--- config.mk ---
export PLATFORM = sky130hd
export DESIGN_NAME = simd_seq_fetch_flat
export DESIGN_NICKNAME = d
export VERILOG_FILES = /design/src/rtl/simd_seq_fetch_if.sv /design/src/rtl/simd_seq_fetch.sv /design/src/flat_wrapper.sv
export SDC_FILE = /design/constraint.sdc
export NUM_CORES = 1
export LEC_CHECK = 0
export ABC_AREA = 0
export ABC_CLOCK_PERIOD_IN_PS = 7950
export CORE_MARGIN = 1
export CORE_UTILIZATION = 55
export CTS_CLUSTER_SIZE = 10
export DETAILED_ROUTE_END_ITERATION = 8
export PLACE_DENSITY = 0.84
export SYNTH_ARGS = -nofsm -noshare
export SYNTH_HDL_FRONTEND = slang
export SYNTH_SLANG_ARGS = --single-unit
--- constraint.sdc ---
create_clock -name clk -period 7.95 [get_ports clk]
set_input_delay 1.1925 -clock clk [delete_from_list [all_inputs] [get_ports clk]]
set_output_delay 1.1925 -clock clk [all_outputs]
set_load 0.005 [all_outputs]
--- src/rtl/simd_seq_fetch_if.sv ---
// Instruction-memory fetch bus between simd_seq_fetch (master) and instruction memory (slave).
interface simd_seq_fetch_if #(
  parameter int IADDR_W = 8
);
  // Handshake: imem_req is taken on every edge it is high (the memory never stalls);
  // each imem_rvalid pulse returns one imem_rdata word, in request order, >= 1 cycle later.
  logic               imem_req;
  logic [IADDR_W-1:0] imem_addr;
  logic               imem_rvalid;
  logic [31:0]        imem_rdata;

  modport master (output imem_req, imem_addr, input imem_rvalid, imem_rdata);
  modport slave  (input imem_req, imem_addr, output imem_rvalid, imem_rdata);
endinterface

--- src/rtl/simd_seq_fetch.sv ---
// Instruction prefetch buffer plus PE sequencer for the SIMD matrix processor.
// Optional run/retire counters are built when SIMD_SEQ_PERF_CNT_EN is defined.
module simd_seq_fetch #(
  parameter int N        = 16,
  parameter int IADDR_W  = 8,
  parameter int DEPTH    = 4,
  parameter int START_PC = 0,
  localparam int LOGN    = $clog2(N)
) (
  input  logic                clk,
  input  logic                rst,
  input  logic                start,
  output logic                done,
  simd_seq_fetch_if.master    imem,
  output logic [N-1:0]        mac_en,
  output logic [N-1:0]        mac_clr,
  output logic [N-1:0]        wr_en,
  output logic [LOGN-1:0]     seq_a,
  output logic [LOGN-1:0]     seq_b,
  output logic [LOGN-1:0]     seq_c,
  output logic [31:0]         cyc_cnt,
  output logic [31:0]         instr_cnt,
  output logic [1:0]          dbg_state
);

  localparam int PW = $clog2(DEPTH);
  localparam int CW = PW + 1;

  typedef enum logic [1:0] {
    S_IDLE   = 2'd0,
    S_RUN    = 2'd1,
    S_MAC    = 2'd2,
    S_HALTED = 2'd3
  } state_t;

  state_t state_q, state_d;

  logic [31:0]        buf_mem [DEPTH];
  logic [PW-1:0]      wr_ptr, rd_ptr;
  logic [CW-1:0]      count, outstanding, discard;
  logic [CW-1:0]      out_d, disc_d;
  logic [IADDR_W-1:0] pc;

  logic [LOGN-1:0]    k_q, k_d, k_last_q, k_last_d, row_q, row_d;
  logic [N-1:0]       mask_q, mask_d;
  logic [N-1:0]       mac_en_d, mac_clr_d, wr_en_d;
  logic [LOGN-1:0]    seq_a_d, seq_b_d, seq_c_d;

  logic        active, req, pop, start_ok, halt_pop, flush, rsp, push;
  logic [31:0] head;
  logic [3:0]  op;
  logic [4:0]  k_field;
  logic        unused_head;

  assign head        = buf_mem[rd_ptr];
  assign op          = head[31:28];
  assign k_field     = {1'b0, head[19:16]};
  assign unused_head = ^head;

  assign active   = (state_q == S_RUN) || (state_q == S_MAC);
  // Gate on the pre-pop count so a same-cycle push can never overflow the buffer.
  assign req      = active && ((CW+1)'(count) + (CW+1)'(outstanding) < (CW+1)'(DEPTH));
  assign pop      = (state_q == S_RUN) && (count != '0);
  assign start_ok = start && ((state_q == S_IDLE) || (state_q == S_HALTED));
  assign halt_pop = pop && (op == 4'hF);
  assign flush    = halt_pop || (start_ok && (state_q == S_HALTED));
  assign rsp      = imem.imem_rvalid && (outstanding != '0);
  assign push     = rsp && (discard == '0) && !flush;

  assign imem.imem_req  = req;
  assign imem.imem_addr = pc;
  assign done           = (state_q == S_HALTED);
  assign dbg_state      = state_q;

  // Words still in flight at a flush are tracked in discard and dropped as they land.
  always_comb begin
    out_d = outstanding;
    if (req) out_d = out_d + CW'(1);
    if (rsp) out_d = out_d - CW'(1);
    disc_d = discard;
    if (flush) disc_d = out_d;
    else if (rsp && (discard != '0)) disc_d = discard - CW'(1);
  end

  always_ff @(posedge clk) begin
    if (push) buf_mem[wr_ptr] <= imem.imem_rdata;
  end

  always_ff @(posedge clk or posedge rst) begin
    if (rst) begin
      wr_ptr      <= '0;
      rd_ptr      <= '0;
      count       <= '0;
      outstanding <= '0;
      discard     <= '0;
      pc          <= IADDR_W'(START_PC);
    end else begin
      outstanding <= out_d;
      discard     <= disc_d;
      if (flush) begin
        wr_ptr <= '0;
        rd_ptr <= '0;
        count  <= '0;
      end else begin
        if (push) wr_ptr <= wr_ptr + PW'(1);
        if (pop)  rd_ptr <= rd_ptr + PW'(1);
        count <= count + CW'(push) - CW'(pop);
      end
      if (flush || start_ok) pc <= IADDR_W'(START_PC);
      else if (req)          pc <= pc + IADDR_W'(1);
    end
  end

  always_comb begin
    state_d   = state_q;
    k_d       = k_q;
    k_last_d  = k_last_q;
    row_d     = row_q;
    mask_d    = mask_q;
    mac_en_d  = '0;
    mac_clr_d = '0;
    wr_en_d   = '0;
    seq_a_d   = seq_a;
    seq_b_d   = seq_b;
    seq_c_d   = seq_c;
    case (state_q)
      S_IDLE, S_HALTED: begin
        if (start_ok) state_d = S_RUN;
      end
      S_RUN: begin
        if (pop) begin
          case (op)
            4'h1: begin
              state_d = S_MAC;
              k_d     = '0;
              row_d   = head[24 +: LOGN];
              mask_d  = head[N-1:0];
              // K = field + 1 clamped to N, so the last k index is min(field, N-1).
              if (k_field > 5'(N - 1)) k_last_d = LOGN'(N - 1);
              else                     k_last_d = k_field[LOGN-1:0];
            end
            4'h2: mac_clr_d = head[N-1:0];
            4'h3: begin
              wr_en_d = head[N-1:0];
              seq_c_d = head[24 +: LOGN];
            end
            4'hF: state_d = S_HALTED;
            default: ;
          endcase
        end
      end
      S_MAC: begin
        mac_en_d = mask_q;
        seq_a_d  = row_q;
        seq_b_d  = k_q;
        if (k_q == k_last_q) state_d = S_RUN;
        else                 k_d     = k_q + LOGN'(1);
      end
      default: state_d = S_IDLE;
    endcase
  end

  always_ff @(posedge clk or posedge rst) begin
    if (rst) begin
      state_q  <= S_IDLE;
      k_q      <= '0;
      k_last_q <= '0;
      row_q    <= '0;
      mask_q   <= '0;
      mac_en   <= '0;
      mac_clr  <= '0;
      wr_en    <= '0;
      seq_a    <= '0;
      seq_b    <= '0;
      seq_c    <= '0;
    end else begin
      state_q  <= state_d;
      k_q      <= k_d;
      k_last_q <= k_last_d;
      row_q    <= row_d;
      mask_q   <= mask_d;
      mac_en   <= mac_en_d;
      mac_clr  <= mac_clr_d;
      wr_en    <= wr_en_d;
      seq_a    <= seq_a_d;
      seq_b    <= seq_b_d;
      seq_c    <= seq_c_d;
    end
  end

`ifdef SIMD_SEQ_PERF_CNT_EN
  logic [31:0] cyc_q, instr_q;

  always_ff @(posedge clk or posedge rst) begin
    if (rst) begin
      cyc_q   <= '0;
      instr_q <= '0;
    end else if (start_ok) begin
      cyc_q   <= '0;
      instr_q <= '0;
    end else begin
      if (active) cyc_q   <= cyc_q + 32'd1;
      if (pop)    instr_q <= instr_q + 32'd1;
    end
  end

  assign cyc_cnt   = cyc_q;
  assign instr_cnt = instr_q;
`else
  assign cyc_cnt   = '0;
  assign instr_cnt = '0;
`endif

endmodule

--- src/flat_wrapper.sv ---
// flat-port wrapper written by rule: the top's interface ports become plain ports
module simd_seq_fetch_flat 
#(
  parameter int N        = 16,
  parameter int IADDR_W  = 8,
  parameter int DEPTH    = 4,
  parameter int START_PC = 0,
  localparam int LOGN    = $clog2(N)
)
  (clk, rst, start, done, mac_en, mac_clr, wr_en, seq_a, seq_b, seq_c, cyc_cnt, instr_cnt, dbg_state, imem_imem_req, imem_imem_addr, imem_imem_rvalid, imem_imem_rdata);
  simd_seq_fetch_if #(.IADDR_W(IADDR_W)) imem_i ();
  input  logic clk;
  input  logic rst;
  input  logic start;
  output logic done;
  output logic [N-1:0] mac_en;
  output logic [N-1:0] mac_clr;
  output logic [N-1:0] wr_en;
  output logic [LOGN-1:0] seq_a;
  output logic [LOGN-1:0] seq_b;
  output logic [LOGN-1:0] seq_c;
  output logic [31:0] cyc_cnt;
  output logic [31:0] instr_cnt;
  output logic [1:0] dbg_state;
  output wire logic [$bits(imem_i.imem_req)-1:0] imem_imem_req;
  output wire logic [$bits(imem_i.imem_addr)-1:0] imem_imem_addr;
  input wire logic [$bits(imem_i.imem_rvalid)-1:0] imem_imem_rvalid;
  input wire logic [$bits(imem_i.imem_rdata)-1:0] imem_imem_rdata;
  assign imem_imem_req = imem_i.imem_req;
  assign imem_imem_addr = imem_i.imem_addr;
  assign imem_i.imem_rvalid = imem_imem_rvalid;
  assign imem_i.imem_rdata = imem_imem_rdata;
  simd_seq_fetch #(.N(N), .IADDR_W(IADDR_W), .DEPTH(DEPTH), .START_PC(START_PC)) u_core (.clk(clk), .rst(rst), .start(start), .done(done), .imem(imem_i), .mac_en(mac_en), .mac_clr(mac_clr), .wr_en(wr_en), .seq_a(seq_a), .seq_b(seq_b), .seq_c(seq_c), .cyc_cnt(cyc_cnt), .instr_cnt(instr_cnt), .dbg_state(dbg_state));
endmodule
==> metrics.yaml, run 1 <==
timing:
  layout_setup_ws_ns: 3.97
  skew_ns: 0.0176
  post-route-period-util_pct: 50.1
  fin_crit_ns: 3.98
  fmax_mhz: 251
  rsz0062_at_grt: "no"
  hold_viol_final: 0
  fin_tns_setup_ns: 0
  setup_viol: 0
  max_slew_margin_pct: 30.6
  tightest_slew_ns: 1.04
  whs_ns: 0.487
  slew_violations: 0
setup_path:
  setup.worst_path.start: "u_core.dbg_state[0]"
  reg2reg_from: "u_core.rd_ptr[0]"
  ff2ff_setup_slack_ns: 3.97
  path_class: "register to output port"
  cp-start-kind: "register"
  crit_fanout: 10
  arrival_ns: 2.79
  endpoint_kind: "output port"
  crit_required_ns: 6.76
placed_design:
  dpl_worst_slack_ns: 3.99
  hpwl_um: 10800
  numPortBuffers: 103
  place_area_um2: 10200
  place_congestion: 0.761
synthesis:
  synth_most_common_cell: "edfxtp_1"
  synthTopCellsByArea: "edfxtp_1 37%, dfrtp_1 30%, mux4_2 6.4%, buf_4 5.3%, mux2_4 3.3%"
  netlist_instances: 565
  ys_async_sr_fraction_pct: 49.8
  yosys.area.top_type_share_pct: 36.8
  ys.flop_type: "edfxtp_1"
  netlist_area_um2: 9150
  synth.distinct_cells: 45
  synth-warning-count: 0
  synth-seq-cells: 223
  synth_edf_count: 112
  avgSynthCellArea_um2: 16.2
  synth.top_cells.by_count: "112 x edfxtp_1, 111 x dfrtp_1, 64 x buf_4"
  synth_top_area_cell: "edfxtp_1"
  yosysSeqAreaShare_pct: 67.1
floorplanning:
  std_cell_rows: 46
  dieArea_um2: 17200
  die_height_um: 131
  coreArea_um2: 16100
  chipWidth_um: 131
  num_io_pins: 172
  start_util_pct: 57.0
drt:
  via_per_inst: 5.24
  wl_per_cell_um: 18.3
  ant_nets: 0
  dr.pass1.iters: 4
  drc: 0
  drtIter0Drc: 351
  routed_wl_um: 16900
  num_vias: 4839
power_and_ir_drop:
  sw_frac_of_total_pct: 28.5
  p_switching_mw: 1.01
  power_mw: 3.54
  internal_power_mw: 2.53
  power_density_nw_per_um2: 323
  p_clk_share_pct: 29.7
  power_frac_comb_pct: 26.7
  p_seq_share_pct: 43.5
  p_leak_nw: 4.61
  ir_drop_uv: 215
global_route:
  track_usage_pct: 21.0
  grt_pass1_wl_um: 26800
  grt_max_degree: 61
  gr-total-overflow: 0
  grt_pass1_vias: 5095
  antenna_found_initial: 0
layout:
  drive_above_1_share_pct: 15.8
  num-fill-cells: 1039
  syn2layout_area_growth_pct: 19.8
  antenna_cells: 0
  design_area_um2: 11000
  fin_nets: 743
cts:
  cts_resized: 0
  cts_tree: "built"
  cts_hold_buf: 0
  cts_buffers: 26
  h-tree-depth: 1
  clk_latency_ns: 0.51
  clk_root_buffer_cell: "clkbuf_16"
  cts_buffer_depth: 3
  cts.clk_slew.worst_paths_ns: 0.06
  post_cts_buffers: 0
  clock_sinks: 223
run_status:
  status: "finished clean"
worst_hold_path:
  hp-class: "register to register"
  hp-start: "u_core.mask_q[14]"
flow_run:
  drv_cap: 0
[final cells by class]
class | count | area (um^2) | area share [%]
Clock buffer | 47 | 751 | 6.85
Clock inverter | 1 | 8.76 | 0.0799
Inverter | 19 | 73.8 | 0.673
Multi-Input combinational cell | 305 | 2610 | 23.8
Sequential cell | 223 | 6140 | 56.0
Tap cell | 216 | 270 | 2.46
Timing Repair Buffer | 113 | 1110 | 10.1
[cells by family after synthesis]
kind of cell    share of synthesized area [%]
flops                                    67.1
buf+inv                                  7.05
mux                                      13.0
compound gates                           1.48
xor+xnor                                 1.91
fa+ha+maj                                2.68
simple gates                             6.70
other cells                            0.0410
[power groups by stage]
stage / registers, mW / logic, mW / clock network (mW)
finish: 1.54 / 0.945 / 1.05
global route: 1.57 / 1.04 / 1.13
CTS: 1.54 / 0.954 / 1.07
detailed placement: 1.56 / 0.949 / 0
global placement: 1.55 / 0.903 / 0
floorplan: 1.49 / 0.717 / 0
[sequential cells by signal, indices dropped and copies added (netlist names)]
signal,flops
u_core.seq_b,4
u_core.k_q,4
u_core.wr_en,16
u_core.mac_en,16
u_core.mac_clr,16
u_core.imem.imem_addr,8
u_core.discard,3
u_core.row_q,4
u_core.outstanding,3
u_core.buf_mem,112
u_core.dbg_state,2
u_core.k_last_q,4
u_core.seq_c,4
u_core.seq_a,4
u_core.rd_ptr,2
u_core.wr_ptr,2
u_core.mask_q,16
u_core.count,3
[path summary, 6_finish.rpt]
kind | endpoint | cells after the start
worst max-delay path | imem_imem_req | 6
worst min-delay path | u_core.mac_en[14] | 1
worst max register to register | u_core.buf_mem[0][4] | 7
worst min register to register | u_core.mac_en[14] | 1
max in group asynchronous | u_core.rd_ptr[0] | 3
min in group asynchronous | u_core.mac_en[15] | 2
[per-stage QoR]
| step | instances | util [%] |
|---|---|---|
| after CTS | 924 | 68.3 |
| after global routing | 924 | 68.3 |
| after floorplan | 628 | - |
| final | 924 | 68.3 |
| after detailed placement | 876 | 63.5 |
| after global placement | 876 | 63.5 |
[routing by layer]
metal | track usage (%) | vias up | share of wire, %
met5 | 0 | - | 0
met4 | 6.56 | 0 | 1.7
met3 | 4.80 | 23 | 8.1
met2 | 36.0 | 225 | 51
met1 | 26.7 | 2443 | 40
li1 | - | 2148 | -
[layout by cell type (no fill, tap or decap), types with 2 or more instances in the layout]
| master | Yosys | final |
|---|---|---|
| mux2i_1 | 4 | 4 |
| xor2_1 | 12 | 12 |
| or3_1 | 2 | 2 |
| xnor2_1 | 8 | 8 |
| ha_1 | 18 | 18 |
| and3_1 | 17 | 17 |
| o21ai_0 | 7 | 7 |
| clkdlybuf4s50_1 | 0 | 103 |
| nand2b_1 | 3 | 3 |
| conb_1 | 1 | 64 |
| mux2_4 | 20 | 20 |
| nand4_1 | 2 | 2 |
| nand2_1 | 13 | 13 |
| mux4_1 | 2 | 2 |
| a21oi_1 | 5 | 5 |
| and2_1 | 37 | 37 |
| nor2_1 | 17 | 17 |
| buf_4 | 64 | 10 |
| mux4_2 | 26 | 26 |
| nand3_1 | 10 | 10 |
| clkbuf_1 | 10 | 20 |
| dfrtp_1 | 111 | 110 |
| inv_1 | 18 | 17 |
| edfxtp_1 | 112 | 112 |
| clkbuf_16 | 0 | 27 |
| mux2_2 | 19 | 19 |
[critical path, cell delays in order (launching register included)]
cell and delay [ns]:
dfrtp_1 0.42, inv_1 0.06, ha_1 0.33, or4_1 0.49
a31o_2 0.27, inv_2 0.17, clkdlybuf4s50_1 0.53
No activity file was read; power rests on OpenSTA's default activity.
==> inputs of run 2 (changes only) <==
- ABC_CLOCK_PERIOD_IN_PS: 7950 -> 3600
- CORE_UTILIZATION: 55 -> 47
- PLACE_DENSITY: 0.84 -> 0.76
- clock period: 7.95 -> 3.6 ns (I/O delays scaled with it)
==> metrics.yaml, run 2 (synthesized netlist as in run 1, its figures left out) <==
setup_path:
  crit_fanout: 10  # unchanged
  cp_cell_sequence: "inv_1 > ha_1 > or4_1 > a31o_2 > inv_2 > clkdlybuf4s50_1"
  max_stage_delay_ns: 0.53  # about the same
  cp-start-kind: "register"
  endpoint_kind: "output port"
  path_class: "register to output port"
  cp_slowest_cell: "clkdlybuf4s50_1"
  ff2ff_setup_slack_ns: 0.47  # -3.50 ns
  arrival_ns: 2.77  # -0.02 ns
  path_delay_family: "buffers and inverters"
  crit_required_ns: 3.06  # -3.70 ns
  crit_buf_inv: 3  # unchanged
floorplanning:
  dieArea_um2: 20000  # +17%
  num_io_pins: 172  # unchanged
  std_cell_rows: 50  # +8.7%
  coreArea_um2: 18900  # +18%
  start_util_pct: 48.4  # -8.6 points
  die_height_um: 142  # +8.1%
  chipWidth_um: 142  # +8.1%
worst_hold_path:
  hp-class: "register to register"
run_status:
  status: "finished clean"
cts:
  clock_sinks: 223  # unchanged
  cts_resized: 0  # unchanged
  cts.clk_slew.worst_paths_ns: 0.05  # about the same
  clk_latency_ns: 0.52  # about the same
  cts_buffers: 26  # unchanged
  cts_buffer_depth: 3  # unchanged
  cts_tree: "built"
  h-tree-depth: 1  # unchanged
  clk_root_buffer_cell: "clkbuf_16"
  cts_hold_buf: 0  # unchanged
  post_cts_buffers: 0  # unchanged
layout:
  syn2layout_area_growth_pct: 21.4
  layout_commonest_cell: "edfxtp_1"
  largest_reg_flops: 112  # unchanged
  drive_above_1_share_pct: 17.1  # +1.3 points
  antenna_cells: 0  # unchanged
  fin_nets: 750  # +0.94%
  design_area_um2: 11100  # +1.3%
  regMostFlops: "u_core.buf_mem"
  num-fill-cells: 1405  # +35%
  final_cell_mix: "112 x edfxtp_1, 110 x dfrtp_1, 103 x clkdlybuf4s50_1, 64 x conb_1, 36 x and2_1"
timing:
  hold_viol_final: 0  # unchanged
  fmax_mhz: 302
  fin_crit_ns: 3.31
  tightest_slew_ns: 0.880  # -0.161 ns
  skew_ns: 0.0129  # -0.00471 ns
  rsz0062_at_grt: "no"
  fin_tns_setup_ns: 0  # unchanged
  setup_viol: 0  # unchanged
  post-route-period-util_pct: 92.0
  max_slew_margin_pct: 41.3  # +11 points
  slew_violations: 0  # unchanged
power_and_ir_drop:
  ir_drop_uv: 438  # +100%
  power_density_nw_per_um2: 712  # +120%
  p_leak_nw: 4.66  # +1.1%
placed_design:
  place_congestion: 0.734  # -3.5%
  hpwl_um: 11400  # +4.9%
  numPortBuffers: 103  # unchanged
  place_area_um2: 10300  # +1.3%
drt:
  num_vias: 4851  # +0.25%
  wl_per_cell_um: 18.0  # -1.9%
  ant_nets: 0  # unchanged
  drtIter0Drc: 263  # -25%
  drc: 0  # unchanged
  via_per_inst: 4.98  # -4.9%
  routed_wl_um: 17500  # +3.4%
  dr.pass1.iters: 5  # +1
global_route:
  grt_pass1_vias: 5074  # -0.41%
  antenna_found_initial: 0  # unchanged
  gr-total-overflow: 0  # unchanged
  grt_max_degree: 69  # +13%
  track_usage_pct: 18.5  # -2.5 points
  grt_pass1_wl_um: 28200  # +5.0%
flow_run:
  drv_cap: 0  # unchanged
==> run 2: layer usage <==
| layer | up-vias | part of all wire [%] | track usage [%] |
|---|---|---|---|
| li1 | 2167 | - | - |
| met1 | 2442 | 42 | 24.0 |
| met2 | 201 | 49 | 31.5 |
| met3 | 41 | 6.6 | 3.75 |
| met4 | 0 | 2.5 | 5.49 |
| met5 | - | 0 | 0 |
==> run 2: final timing paths <==
kind | start | endpoint | cells after the start
max reg2reg | u_core.rd_ptr[0] | u_core.mask_q[4] | 5
min in group asynchronous | rst | u_core.imem.imem_addr[6] | 2
min | u_core.mask_q[15] | u_core.mac_en[15] | 1
max in group asynchronous | rst | u_core.mac_clr[6] | 3
min reg2reg | u_core.mask_q[15] | u_core.mac_en[15] | 1
max | u_core.dbg_state[0] | imem_imem_req | 6
==> run 2: cell type report <==
cell class,instances,area [um^2],share of cell area (%)
sequential,223,6140,55.3
clock inverter,1,16.3,0.146
timing repair buffer,120,1180,10.7
inverter,19,73.8,0.664
clock buffer,46,756,6.80
tap,260,325,2.93
multi-input combinational,305,2610,23.5
==> run 2: stage by stage <==
stage | utilization (%) | worst slack (ns) | total power, mW | hold slack [ns] | std cells
final | 58.8 | 0.287 | 7.91 | 0.493 | 974
after floorplan | - | 0.129 | 4.87 | 0.453 | 628
after global placement | 54.7 | 0.540 | 5.48 | 0.473 | 927
after detailed placement | 54.7 | 0.444 | 5.61 | 0.475 | 927
after global routing | 58.8 | 0.139 | 8.34 | 0.506 | 974
after CTS | 58.8 | 0.255 | 7.99 | 0.491 | 974
==> run 2: power breakdown <==
group          internal [mW]  leakage (nW)  switching, mW
combinational           1.16          1.81           1.07
sequential              3.06          2.48          0.267
clock                   1.41         0.369          0.939
total                   5.63          4.66           2.28
==> inputs of run 3 (changes only) <==
- CORE_MARGIN: 1 -> not set
==> results of run 3 <==
Final layout, timing and power as in run 2 (identical DEF).
